===== config.mk =====
export PLATFORM = sky130hd
export DESIGN_NAME = mux_pipe_stage
export DESIGN_NICKNAME = d
export VERILOG_FILES = /design/src/rtl/mux_pipe_pkg.sv /design/src/rtl/mux_skid_buf.sv /design/src/rtl/mux_pipe_stage.sv
export SDC_FILE = /design/constraint.sdc
export NUM_CORES = 1
export LEC_CHECK = 0
export ABC_AREA = 1
export CORE_MARGIN = 2
export CORE_UTILIZATION = 44
export DETAILED_ROUTE_END_ITERATION = 8
export GPL_TIMING_DRIVEN = 0
export PLACE_DENSITY = 0.84
export SKIP_LAST_GASP = 1
export SYNTH_ARGS = -nofsm -noshare
export SYNTH_HDL_FRONTEND = slang
export SYNTH_SLANG_ARGS = --single-unit

===== constraint.sdc =====
create_clock -name clk -period 1.1 [get_ports clk]
set_input_delay 0.165 -clock clk [delete_from_list [all_inputs] [get_ports clk]]
set_output_delay 0.165 -clock clk [all_outputs]
set_load 0.005 [all_outputs]

===== src/rtl/mux_pipe_pkg.sv =====
// mux_pipe_pkg: shared states, select-width helper and error-mode encodings
package mux_pipe_pkg;
  typedef enum logic [1:0] {ST_EMPTY = 2'd0, ST_ONE = 2'd1, ST_FULL = 2'd2} state_e;
  localparam int ZOE_CH0 = 0;
  localparam int ZOE_ZERO = 1;
  function automatic int sel_w(int n);
    return (n <= 2) ? 1 : $clog2(n);
  endfunction
endpackage


===== src/rtl/mux_skid_buf.sv =====
// mux_skid_buf: 2-entry skid buffer with registered d_ready
module mux_skid_buf import mux_pipe_pkg::*; #(
  parameter int WIDTH = 32
) (
  input  logic             clk,
  input  logic             res,
  input  logic [WIDTH-1:0] d,
  input  logic             d_valid,
  output logic             d_ready,
  output logic [WIDTH-1:0] q,
  output logic             q_valid,
  input  logic             q_ready,
  output logic [1:0]       occupancy
);
  state_e state_q, state_d;
  logic [WIDTH-1:0] main_q, main_d, skid_q, skid_d;
  logic ready_q, ready_d, acc, pop;
  assign acc = d_valid & ready_q;
  assign pop = q_valid & q_ready;
  assign q_valid = state_q != ST_EMPTY;
  assign q = main_q;
  assign d_ready = ready_q;
  assign occupancy = state_q;
  always_comb begin
    state_d = state_q;
    main_d = main_q;
    skid_d = skid_q;
    unique case (state_q)
      ST_EMPTY: if (acc) begin
        state_d = ST_ONE;
        main_d = d;
      end
      ST_ONE: if (acc && pop) main_d = d;
      else if (acc) begin
        state_d = ST_FULL;
        skid_d = d;
      end else if (pop) state_d = ST_EMPTY;
      ST_FULL: if (pop) begin
        state_d = ST_ONE;
        main_d = skid_q;
      end
      default: state_d = ST_EMPTY;
    endcase
    ready_d = state_d != ST_FULL;
  end
  always_ff @(posedge clk) begin
    if (res) begin
      state_q <= ST_EMPTY;
      main_q <= '0;
      skid_q <= '0;
      ready_q <= 1'b0;
    end else begin
      state_q <= state_d;
      main_q <= main_d;
      skid_q <= skid_d;
      ready_q <= ready_d;
    end
  end
endmodule


===== src/rtl/mux_pipe_stage.sv =====
// mux_pipe_stage: registered N:1 selector with valid/ready handshake and sticky range error
module mux_pipe_stage import mux_pipe_pkg::*; #(
  parameter int WIDTH = 32,
  parameter int NUM_IN = 2,
  parameter int ZERO_ON_ERR = ZOE_ZERO,
  localparam int SEL_W = sel_w(NUM_IN)
) (
  input  logic                    clk,
  input  logic                    res,
  input  logic [NUM_IN*WIDTH-1:0] in_data,
  input  logic [SEL_W-1:0]        in_sel,
  input  logic                    in_valid,
  output logic                    in_ready,
  output logic [WIDTH-1:0]        out_data,
  output logic                    out_valid,
  input  logic                    out_ready,
  output logic [1:0]              occupancy,
  output logic                    err,
  input  logic                    err_clr
);
  logic [WIDTH-1:0] sel_data;
  logic bad_sel, err_q, err_d;
  always_comb begin
    sel_data = (ZERO_ON_ERR == ZOE_ZERO) ? '0 : in_data[WIDTH-1:0];
    for (int k = 0; k < NUM_IN; k++) if (int'(in_sel) == k) sel_data = in_data[k*WIDTH +: WIDTH];
    bad_sel = int'(in_sel) >= NUM_IN;
    err_d = (in_valid & in_ready & bad_sel) | (err_q & ~err_clr);
  end
  always_ff @(posedge clk) begin
    if (res) err_q <= 1'b0;
    else err_q <= err_d;
  end
  assign err = err_q;
  mux_skid_buf #(.WIDTH(WIDTH)) u_buf (
    .clk(clk), .res(res),
    .d(sel_data), .d_valid(in_valid), .d_ready(in_ready),
    .q(out_data), .q_valid(out_valid), .q_ready(out_ready),
    .occupancy(occupancy)
  );
endmodule


Word-level counts from Yosys, hierarchy flattened
Cells that the tools add are included.
{ "totals": {"memories": 0, "regBits": 68, "latchBits": 0, "input_bits": 70, "ramBits": 0, "romBits": 0, "out_inout_bits": 37} }
{ "classes": {"order_cmp": 0, "bitwise_logic": 5, "mul": 0, "addsub": 0, "n_div": 0, "n_shift": 0, "n_reduce_logical": 6, "eq_ne": 6, "mux": 11} }
{ "op_table": {"columns": ["cell", "count"], "rows": [
  ["2-to-1 mux 32 bit", 4],
  ["case mux 32 bit (3 select lines)", 1],
  ["2-to-1 mux 2 bit", 5],
  ["inequality test 2 x 1 -> 1 bit, second input constant", 3],
  ["case mux 2 bit (3 select lines)", 1],
  ["AND reduction 4 bit", 1],
  ["bitwise AND 1 bit", 3],
  ["AND reduction 3 bit", 1],
  ["nonzero test 3 bit", 1],
  ["== test 2 x 1 -> 1 bit, second input constant", 1],
  ["== test 2 bit, second input constant", 1],
  ["zero test 2 bit", 1],
  ["inequality test 2 bit, second input constant", 1],
  ["NOT 1 bit", 2],
  ["nonzero test 2 bit", 1],
  ["logical AND 1 bit", 1]
]} }

Depth between registers and ports, before layout
Gate-level depths: netlist of run 1.
{ "depth": {"depth_word": 7, "depth_mapped": 9} }

Cells and area by module
Synthesis of run 1 repeated with hierarchy kept, for this count alone.
{ "hier_totals": {"cells_unflattened": 572, "area_unflattened_um2": 3464.6} }
{ "modules_own_cells": {"columns": ["module", "cells_per_inst", "instances", "area_each_um2"], "rows": [
  ["mux_skid_buf", 464, 1, 2941.6],
  ["mux_pipe_stage", 108, 1, 523.0]
]} }

Worst setup path after synthesis of run 1
No wires, ideal clock.
{ "synth_path": {"path_kind": "register -> register", "from": "reg u_buf.state_q[1] (netlist: u_buf.occupancy[1])", "to": "reg u_buf.main_q[10] (netlist: u_buf.q[10])", "arrival_ps": 1053, "synth_period_minus_slack_ps": 1166, "path_buffers": 2, "setup_time_ps": 113, "path_stages_with_launch": 10, "slack_ps": -66, "cell_sequence": "dfxtp_1 > inv_2 > nand2_1 > nand2_1 > nand2_1 > buf_6 > buf_6 > nand2_1 > nand2_1 > nor2_1"} }
{ "synth_between": {"elab_chain_cells": 5} }
{ "synth_rtl": {"columns": ["element", "line", "source"], "rows": [
  ["from (decl)", "mux_skid_buf.sv:15", "state_e state_q, state_d;"],
  ["from (signal assigned)", "mux_skid_buf.sv:53", "state_q <= state_d;"],
  ["nonzero test 2 bit *", "mux_skid_buf.sv:20", "assign q_valid = state_q != ST_EMPTY;"],
  ["net out_valid", "mux_pipe_stage.sv:15", "output logic out_valid,"],
  ["bitwise AND 1 bit *", "mux_skid_buf.sv:19", "assign pop = q_valid & q_ready;"],
  ["logical AND 1 bit", "mux_skid_buf.sv:33", "ST_ONE: if (acc && pop) main_d = d;"],
  ["inequality test 2 x 1 -> 1 bit (no source line)", null, null],
  ["AND reduction 4 bit (no source line) *", null, null],
  ["to (signal assigned)", "mux_skid_buf.sv:54", "main_q <= main_d;"],
  ["to (decl)", "mux_skid_buf.sv:16", "logic [WIDTH-1:0] main_q, main_d, skid_q, skid_d;"]
]} }
The timed path passes the listed nets; every way through them passes the cells marked *.
A chain may end at the register's enable or synchronous reset.

Final worst setup path of run 1
{ "layout_path": {"from": "reg u_buf.state_q[1] (netlist: u_buf.occupancy[1])", "to": "reg u_buf.main_q[9] (netlist: u_buf.q[9])"} }
{ "layout_between": {"elab_chain_cells": 5} }
{ "layout_rtl": {"columns": ["element", "line"], "rows": [
  ["nonzero test 2 bit", "mux_skid_buf.sv:20"],
  ["bitwise AND 1 bit", "mux_skid_buf.sv:19"],
  ["logical AND 1 bit", "mux_skid_buf.sv:33"],
  ["inequality test 2 x 1 -> 1 bit (no source line)", null],
  ["AND reduction 4 bit (no source line)", null]
]} }
Several ways; a longest one is shown, not always the timed one.

==> impl_metrics.csv, run 1 <==
group,metric,value,unit
drt,wl,13380,um
pwr,leakagePower,3.023,nW
placed_design,place_hpwl,8008,um
die,ios,107,
sta,setup_slack,-0.2548,ns
placed_design,place.gp.congestion,0.8642,
clock_tree,htree_num_levels,3,
grt,grt_pass1_vias,4616,
sta,hold_viol,0,
pwr,power_density,1139,nW/um^2
setup_path,worstSetupEndpointType,"register",
layout,stdcell_count,929,
setup_path,worstPathRequired,1.36,ns
die,dieArea,9535,sq um
pwr,intPower,0.004791,W
synth,synth-edff-count,0,
setup_path,path_cells,"buf_6 -> nand2_4 -> nand2_2 -> nand2_2 -> buf_8 -> bufbuf_16 -> nor2_1 -> nor2_1",
drt,wl_per_cell,14.40,um
synth,ys_types,18,
synth,syn_area,3859,sq um
setup_path,crit_family,"buffers and inverters",
synth,ys.warnings.count,0,
clock_tree,cts.sinks,68,
placed_design,io_buffers,105,
sta,fin_crit_sh,123.2,%
synth,syn_nets,746,
grt,grt_pass1_wl,21090,um
setup_path,critPathMaxStageDelay,0.38,ns
setup_path,cp-start-kind,"register",
sta,rsz0062_at_grt,"true",
drt,first_pass_iters,6,
die,core_area,8593,sq um
pwr,ir_drop,653.6,uV
sta,fmax,738.1,MHz
die,rows,34,
pwr,total_power,0.006743,W
clock_tree,insertion_delay,0.36,ns
sta,drv_slew,0,
clock_tree,cts_tree,"yes",
pwr,p_sw_share,28.94,%
run_status,status,"complete, but fails checks",
pwr,clkPwrFrac,34.6,%
hold_path,hold_path_class,"primary input to register",
pwr,p_switching,0.001951,W
synth,synth_area_per_cell,5.708,sq um
synth,yosysSeqAreaShare,35.28,%
grt,track_usage,27.10,%
setup_path,cp.arrival,1.61,ns
pwr,seqPwrFrac,40.2,%
layout,layout_common_cells,"218 x nand2_1, 106 x nor2_1, 100 x inv_1, 68 x clkdlybuf4s50_1, 42 x dfxtp_1",
grt,grt_overflow,0,
layout,mostFrequentLayoutCell,"nand2_1",
drt,ant_nets,0,
die,die_x,97.65,um
clock_tree,root_buffer,"clkbuf_8",
drt,drtIter0Drc,356,
run_status,violations,"setup timing",
clock_tree,cts.path.max_buffers,2,
sta,finalSetupViolations,70,
setup_path,slowest_stage,"dfxtp_4",
placed_design,pre_cts_ws,-0.5905,ns
clock_tree,clkTransAtPathRegs,0.08,ns
drt,viasPerCell,5.062,
sta,slew_headroom,68.24,%
drt,vias,4703,
synth,synth_seq_cells,68,
synth,synthFlopType,"dfxtp_1",
grt,grt_start_max_net_pins,12,
setup_path,path_class,"register to register",
sta,fin_skew,0.01157,ns
die,start_util,44.90,%
placed_design,dp.cells,889,
die,die_y,97.65,um
layout,fin_area,5919,sq um
placed_design,place_area,5059,sq um
sta,tightest_slew,0.4765,ns
pwr,combPwrFrac,25.3,%
job,cap_violations,0,
grt,antenna_found_initial,0,
layout,nets,886,
clock_tree,cts_buffers,9,
layout,layout-drive-gt1-share,20.71,%
setup_path,cp_max_fo,7,
setup_path,rrSetupSlack,-0.25,ns
layout,num_antenna_cells,0,
setup_path,critPathBufInv,3,
sta,fin_crit,1.355,ns
synth,syn_inst,676,
drt,drc,0,
layout,area_growth_syn_to_layout,53.40,%
synth,async_reset_ff_share,0,%
cell families after synthesis:
family,after synthesis,share of synthesized area (%)
and+or+nand+nor,399,40.08
DFF,68,35.28
buffers and inverters,143,16.02
AOI/OAI and AO/OA,66,8.625
flip-flops by register name, indices dropped and copies added (netlist names):
name,cells
err,1
u_buf.occupancy,2
u_buf.d_ready,1
u_buf.q,32
u_buf.skid_q,32
area by class of cell:
| cell class | count | area (sq um) |
|---|---|---|
| sequential | 68 | 1401 |
| timing repair buffer | 130 | 1316 |
| buffer | 38 | 340.3 |
| multi-input combinational | 466 | 2108 |
| tap | 108 | 135.1 |
| clock inverter | 5 | 75.07 |
| fill | 663 | 2674 |
| inverter | 103 | 401.6 |
| clock buffer | 11 | 141.4 |
cell usage after synthesis (4+ instances only):
cell type	number	area, sq um
nand2_1	231	867.1
nor2_1	132	495.5
inv_1	101	379.1
dfxtp_1	68	1361
o21ai_0	54	270.3
nand3_1	33	165.2
buf_2	17	85.08
clkbuf_1	11	41.29
o21ai_1	10	50.05
buf_6	6	67.56
buf_4	4	30.03
worst paths after layout:
kind	startpoint	depth (start not counted)	end
max	u_buf.occupancy[1]$_SDFF_PP0_	8	u_buf.q[9]$_SDFFE_PP0P_
min	err_clr	2	err$_SDFF_PP0_
max reg2reg	u_buf.occupancy[1]$_SDFF_PP0_	8	u_buf.q[9]$_SDFFE_PP0P_
min reg2reg	err$_SDFF_PP0_	2	err$_SDFF_PP0_
stage by stage:
step                hold slack [ns]  TNS, ns  util, %
floorplan                    0.2267  -0.1051        -
global placement             0.4300   -29.83    58.87
detailed placement           0.4402   -32.12    58.87
CTS                          0.3365   -7.550    67.02
global route                 0.3535   -15.56    68.88
finish                       0.3334   -11.45    68.88
layer usage:
metal	part of all wire (%)	vias to the layer above	GRT usage [%]
met3	7.4	50	4.748
met4	3.3	0	12.93
met5	0	-	0
li1	-	2288	-
met1	40	2122	32.21
met2	49	243	47.16
power groups by stage:
stage          combinational [W]  sequential (W)  clock, W
2_1_floorplan           0.000731         0.00274         0
3_3_place_gp             0.00140         0.00273         0
3_5_place_dp             0.00143         0.00274         0
4_1_cts                  0.00158         0.00269   0.00232
5_1_grt                  0.00187         0.00272   0.00244
6_report                 0.00170         0.00271   0.00233
worst register-to-register path, cell delays in order, from the launching register on:
cell and delay [ns]:
dfxtp_4 0.38, buf_6 0.11, nand2_4 0.06, nand2_2 0.07, nand2_2 0.07, buf_8 0.15, bufbuf_16 0.27, nor2_1 0.10
nor2_1 0.05
timing repair:
item                       CTS  global route
pin swaps                   20            31
hold buffers                 0             0
setup endpoints to repair  102            95
cloned                      11             0
hold endpoints to repair     0             0
buffers inserted            12             3
gates resized for setup    176            81
Power figures use the tool's default switching activity.
==> inputs of run 2 (changes only) <==
--- a/config.mk
+++ b/config.mk
@@ -7,11 +7,12 @@
 export LEC_CHECK = 0
 export ABC_AREA = 1
 export CORE_MARGIN = 2
-export CORE_UTILIZATION = 44
+export CORE_UTILIZATION = 40
 export DETAILED_ROUTE_END_ITERATION = 8
 export GPL_TIMING_DRIVEN = 0
-export PLACE_DENSITY = 0.84
+export PLACE_DENSITY = 0.78
 export SKIP_LAST_GASP = 1
+export SLEW_MARGIN = 0
 export SYNTH_ARGS = -nofsm -noshare
 export SYNTH_HDL_FRONTEND = slang
 export SYNTH_SLANG_ARGS = --single-unit
==> impl_metrics.csv, run 2 (synthesis results as in run 1) <==
group,metric,value,unit
run_status,status,"complete, but fails checks",
run_status,violations,"setup timing",
sta,slew_headroom,63.35,%
setup_path,worstPathRequired,1.39,ns
grt,grt_overflow,0,
die,dieArea,10450,sq um
clock_tree,root_buffer,"clkbuf_8",
clock_tree,htree_num_levels,3,
placed_design,io_buffers,105,
setup_path,slowest_stage,"dfxtp_4",
die,ios,107,
sta,finalSetupTns,-10.66,ns
layout,num_antenna_cells,0,
clock_tree,hold_buffers,0,
drt,drc,0,
layout,multiInputGateArea,2316,sq um
drt,viasPerCell,4.871,
pwr,total_power,0.006735,W
clock_tree,insertion_delay,0.35,ns
layout,mostFrequentLayoutCell,"nand2_1",
sta,fmax,763.6,MHz
pwr,intPower,0.004718,W
sta,tightest_slew,0.5497,ns
layout,nets,885,
sta,rsz0062_at_grt,"true",
die,core_area,9284,sq um
grt,track_usage,23.68,%
setup_path,path_class,"register to register",
die,rows,35,
die,die_x,102.2,um
drt,first_pass_iters,5,
clock_tree,cts_tree,"yes",
drt,wl,13040,um
setup_path,path_cells,"inv_4 -> nand3_2 -> nand2_2 -> nand2_4 -> clkbuf_16 -> clkbuf_16 -> nand2_1 -> nand2_1 -> nor2_1",
pwr,combPwrFrac,28.0,%
pwr,ir_drop,694.3,uV
clock_tree,clkTransAtPathRegs,0.08,ns
sta,setup_slack,-0.2095,ns
grt,grt_pass1_vias,4300,
sta,finalSetupViolations,69,
placed_design,place.gp.congestion,0.8355,
pwr,p_sw_share,29.95,%
pwr,p_switching,0.002018,W
setup_path,cp.arrival,1.60,ns
pwr,seqPwrFrac,40.1,%
die,start_util,41.56,%
clock_tree,cts.sinks,68,
sta,hold_viol,0,
drt,ant_nets,0,
grt,antenna_found_initial,0,
drt,drtIter0Drc,284,
grt,grt_start_max_net_pins,12,
setup_path,critPathMaxStageDelay,0.39,ns
job,cap_violations,0,
grt,grt_pass1_wl,19580,um
layout,area_growth_syn_to_layout,62.29,%
setup_path,cp_max_fo,5,
setup_path,worstSetupEndpointType,"register",
sta,drv_slew,0,
clock_tree,cts_buffers,9,
drt,wl_per_cell,13.74,um
hold_path,hold_path_class,"primary input to register",
die,die_y,102.2,um
sta,fin_crit,1.310,ns
drt,vias,4623,
pwr,clkPwrFrac,31.9,%
setup_path,cp-start-kind,"register",
layout,layout-drive-gt1-share,24.15,%
sta,fin_skew,0.009876,ns
sta,fin_crit_sh,119.0,%
layout,layout_common_cells,"206 x nand2_1, 99 x inv_1, 84 x nor2_1, 68 x clkdlybuf4s50_1, 44 x dfxtp_1",
clock_tree,cts.path.max_buffers,2,
pwr,leakagePower,3.093,nW
pwr,power_density,1076,nW/um^2
layout,register_area,1396,sq um
layout,fillCellCount,787,
placed_design,place_hpwl,8083,um
==> run 2: metrics by stage <==
step	hold slack [ns]	std cells	setup WS, ns	utilization (%)	instance area (sq um)
after floorplan	0.2267	676	-0.005156	-	3872
after global placement	0.4275	910	-0.5389	54.77	5085
after detailed placement	0.4426	910	-0.5824	54.77	5085
after CTS	0.3558	946	-0.1845	62.76	5827
after global routing	0.3580	949	-0.3107	67.45	6262
final	0.3602	949	-0.2095	67.45	6262
==> run 2: final timing paths <==
check	from	end	slack, ns	cells past startpoint
setup / recovery	u_buf.occupancy[1]$_SDFF_PP0_	u_buf.q[7]$_SDFFE_PP0P_	-0.21	9
hold / removal	err_clr	err$_SDFF_PP0_	0.36	2
setup reg to reg	u_buf.occupancy[1]$_SDFF_PP0_	u_buf.q[7]$_SDFFE_PP0P_	-0.21	9
hold reg to reg	err$_SDFF_PP0_	err$_SDFF_PP0_	0.45	2
==> run 2: critical path: cells and delay by family, from the launching register on <==
family | cells | cell delay [ns]
and+or+nand+nor | 6 | 0.44
buffers and inverters | 3 | 0.42
DFF | 1 | 0.39
==> run 2: per-layer routing <==
metal / vias to the layer above / routed length, um / track usage (%)
met4: 0 / 330 / 10.15
met1: 2107 / 5236 / 28.99
met3: 33 / 756 / 2.804
li1: 2288 / - / -
met2: 195 / 6712 / 41.90
met5: - / 0 / 0
==> run 2: final cells by class <==
| cell class | instances | share of cell area (%) |
|---|---|---|
| Clock buffer | 11 | 2.418 |
| Inverter | 103 | 6.454 |
| Buffer | 40 | 6.094 |
| Multi-Input combinational cell | 466 | 36.98 |
| Clock inverter | 5 | 0.7992 |
| Sequential cell | 68 | 22.30 |
| Tap cell | 129 | 2.577 |
| Timing Repair Buffer | 127 | 22.38 |
==> run 2: power groups by stage <==
stage | Clock, W | Sequential [W] | Combinational [W]
after floorplan | 0 | 0.00274 | 0.000731
after global placement | 0 | 0.00273 | 0.00141
after detailed placement | 0 | 0.00273 | 0.00143
after CTS | 0.00214 | 0.00268 | 0.00156
after global routing | 0.00228 | 0.00272 | 0.00206
final | 0.00215 | 0.00270 | 0.00189
==> run 2: what timing repair did <==
item                                    4_1_cts  5_1_grt
cloned                                        8        4
gates resized for setup                     160      140
setup buffers                                12        1
endpoints found under the setup margin      102       99
pin swaps                                    19       31
==> inputs of run 3 (changes only) <==
--- a/config.mk
+++ b/config.mk
@@ -7,10 +7,11 @@
 export LEC_CHECK = 0
 export ABC_AREA = 1
 export CORE_MARGIN = 2
-export CORE_UTILIZATION = 40
+export CORE_UTILIZATION = 35
+export CTS_CLUSTER_SIZE = 25
 export DETAILED_ROUTE_END_ITERATION = 8
 export GPL_TIMING_DRIVEN = 0
-export PLACE_DENSITY = 0.78
+export PLACE_DENSITY = 0.69
 export SKIP_LAST_GASP = 1
 export SLEW_MARGIN = 0
 export SYNTH_ARGS = -nofsm -noshare
==> impl_metrics.csv, run 3 (synthesis results as in run 1) <==
group,metric,value,unit
layout,layout_common_cells,"195 x nand2_1, 99 x inv_1, 97 x nor2_1, 67 x clkdlybuf4s50_1, 45 x dfxtp_1",
sta,fin_crit_sh,117.5,%
sta,fin_skew,0.009668,ns
placed_design,place_hpwl,7914,um
clock_tree,clkTransAtPathRegs,0.08,ns
placed_design,io_buffers,105,
layout,stdcell_count,970,
run_status,violations,"setup timing",
die,die_y,109,um
setup_path,cp.arrival,1.54,ns
clock_tree,cts_tree,"yes",
setup_path,worstPathRequired,1.34,ns
layout,area_growth_syn_to_layout,66.96,%
sta,finalSetupViolations,69,
drt,wl_per_cell,13.35,um
grt,grt_pass1_wl,20870,um
sta,hold_viol,0,
grt,grt.met1_usage,29.37,%
run_status,status,"complete, but fails checks",
die,core_area,10790,sq um
grt,grt_start_max_net_pins,13,
grt,grt_pass1_vias,4284,
hold_path,hp-start,"err_clr",
die,die_x,109,um
clock_tree,cts.sinks,68,
drt,vias,4488,
sta,tightest_slew,0.5356,ns
sta,setup_slack,-0.1922,ns
clock_tree,hold_buffers,0,
drt,ant_nets,0,
sta,hold_ws,0.3373,ns
layout,layout-drive-gt1-share,25.90,%
die,start_util,35.75,%
grt,top_usage_layer,"met2",
clock_tree,insertion_delay,0.35,ns
grt,antenna_found_initial,0,
pwr,leakagePower,3.130,nW
drt,drc,0,
clock_tree,htree_num_levels,3,
setup_path,worstSetupEndpointType,"register",
sta,drv_slew,0,
drt,drtIter0Drc,217,
grt,track_usage,22.74,%
setup_path,cp_max_fo,8,
layout,nets,895,
setup_path,cp-startpoint,"u_buf.occupancy[0]$_SDFF_PP0_",
sta,fmax,773.9,MHz
clock_tree,cts.path.max_buffers,2,
sta,slew_headroom,64.29,%
grt,grtUsageMet2,37.98,%
setup_path,r2r_start,"u_buf.occupancy[0]$_SDFF_PP0_",
die,ios,107,
drt,first_pass_iters,5,
sta,rsz0062_at_grt,"true",
layout,mostFrequentLayoutCell,"nand2_1",
clock_tree,cts_buffers,9,
placed_design,pre_cts_ws,-0.6477,ns
grt,grt.met3_usage,3.646,%
setup_path,cp-start-kind,"register",
drt,wl,12950,um
clock_tree,root_buffer,"clkbuf_8",
pwr,power_density,1033,nW/um^2
grt,grt_overflow,0,
hold_path,hold_path_class,"primary input to register",
placed_design,place.gp.congestion,0.8298,
die,dieArea,11880,sq um
die,rows,38,
pwr,ir_drop,564.4,uV
job,cap_violations,0,
placed_design,dp.cells,921,
layout,num_antenna_cells,0,
setup_path,path_class,"register to register",
sta,fin_crit,1.292,ns
drt,viasPerCell,4.627,
[run 3: changes by cell type in the layout (fill, tap and decap cells not counted), moves of 6 or more]
cell	delta
o21ai_0	-8
nor2_1	+13
buf_6	+9
nor2_2	-9
nand2_2	+12
clkbuf_8	-6
o21ai_2	+11
nand2_1	-11
[run 3: stage by stage]
| stage | util [%] | TNS, ns | instance area [sq um] | total power (W) |
|---|---|---|---|---|
| after CTS | 57.30 | -7.237 | 6185 | 0.006495 |
| after detailed placement | 47.24 | -33.59 | 5099 | 0.004169 |
| after floorplan | - | -0.1051 | 3872 | 0.003470 |
| after global placement | 47.24 | -32.99 | 5099 | 0.004161 |
| final | 59.69 | -9.712 | 6442 | 0.006654 |
| after global routing | 59.69 | -13.49 | 6442 | 0.007037 |
[run 3: critical path, cell delays in order, from the launching register on]
cell      delay (ns)
dfxtp_2         0.36
clkinv_4        0.10
nand2_4         0.10
nand2_4         0.05
nand2_4         0.10
buf_12          0.18
buf_8           0.15
nand2_2         0.05
nand2_1         0.05
nor2_1          0.04
[run 3: repair_timing]
item	CTS	global route
cloned	14	1
buffers inserted	19	6
resized for setup	218	124
endpoints found under the setup margin	103	104
pin swaps	17	41
[run 3: final cells by class]
cell class | instances | area (sq um)
fill | 976 | 4350
multi-input combinational | 466 | 2352
timing repair buffer | 139 | 1541
sequential | 68 | 1395
inverter | 103 | 406.6
buffer | 38 | 394.1
tap | 140 | 175.2
clock buffer | 14 | 142.6
clock inverter | 2 | 35.03
[run 3: final timing paths]
kind | to | depth (start not counted) | slack, ns
worst max-delay path | u_buf.q[19]$_SDFFE_PP0P_ | 9 | -0.19
worst min-delay path | err$_SDFF_PP0_ | 2 | 0.34
worst max register to register | u_buf.q[19]$_SDFFE_PP0P_ | 9 | -0.19
worst min register to register | err$_SDFF_PP0_ | 2 | 0.44
[run 3: per-layer routing]
metal / vias to the layer above / share of wire, %
met5: - / 0
met4: 0 / 1.9
met3: 18 / 5.7
met2: 142 / 49
met1: 2027 / 44
li1: 2301 / -
[run 3: power by group]
group,leakage [nW],internal (W),total [W],switching (W)
clock,0.0887,0.00105,0.00200,0.000953
combinational,2.48,0.000996,0.00196,0.000960
sequential,0.564,0.00262,0.00269,0.0000771
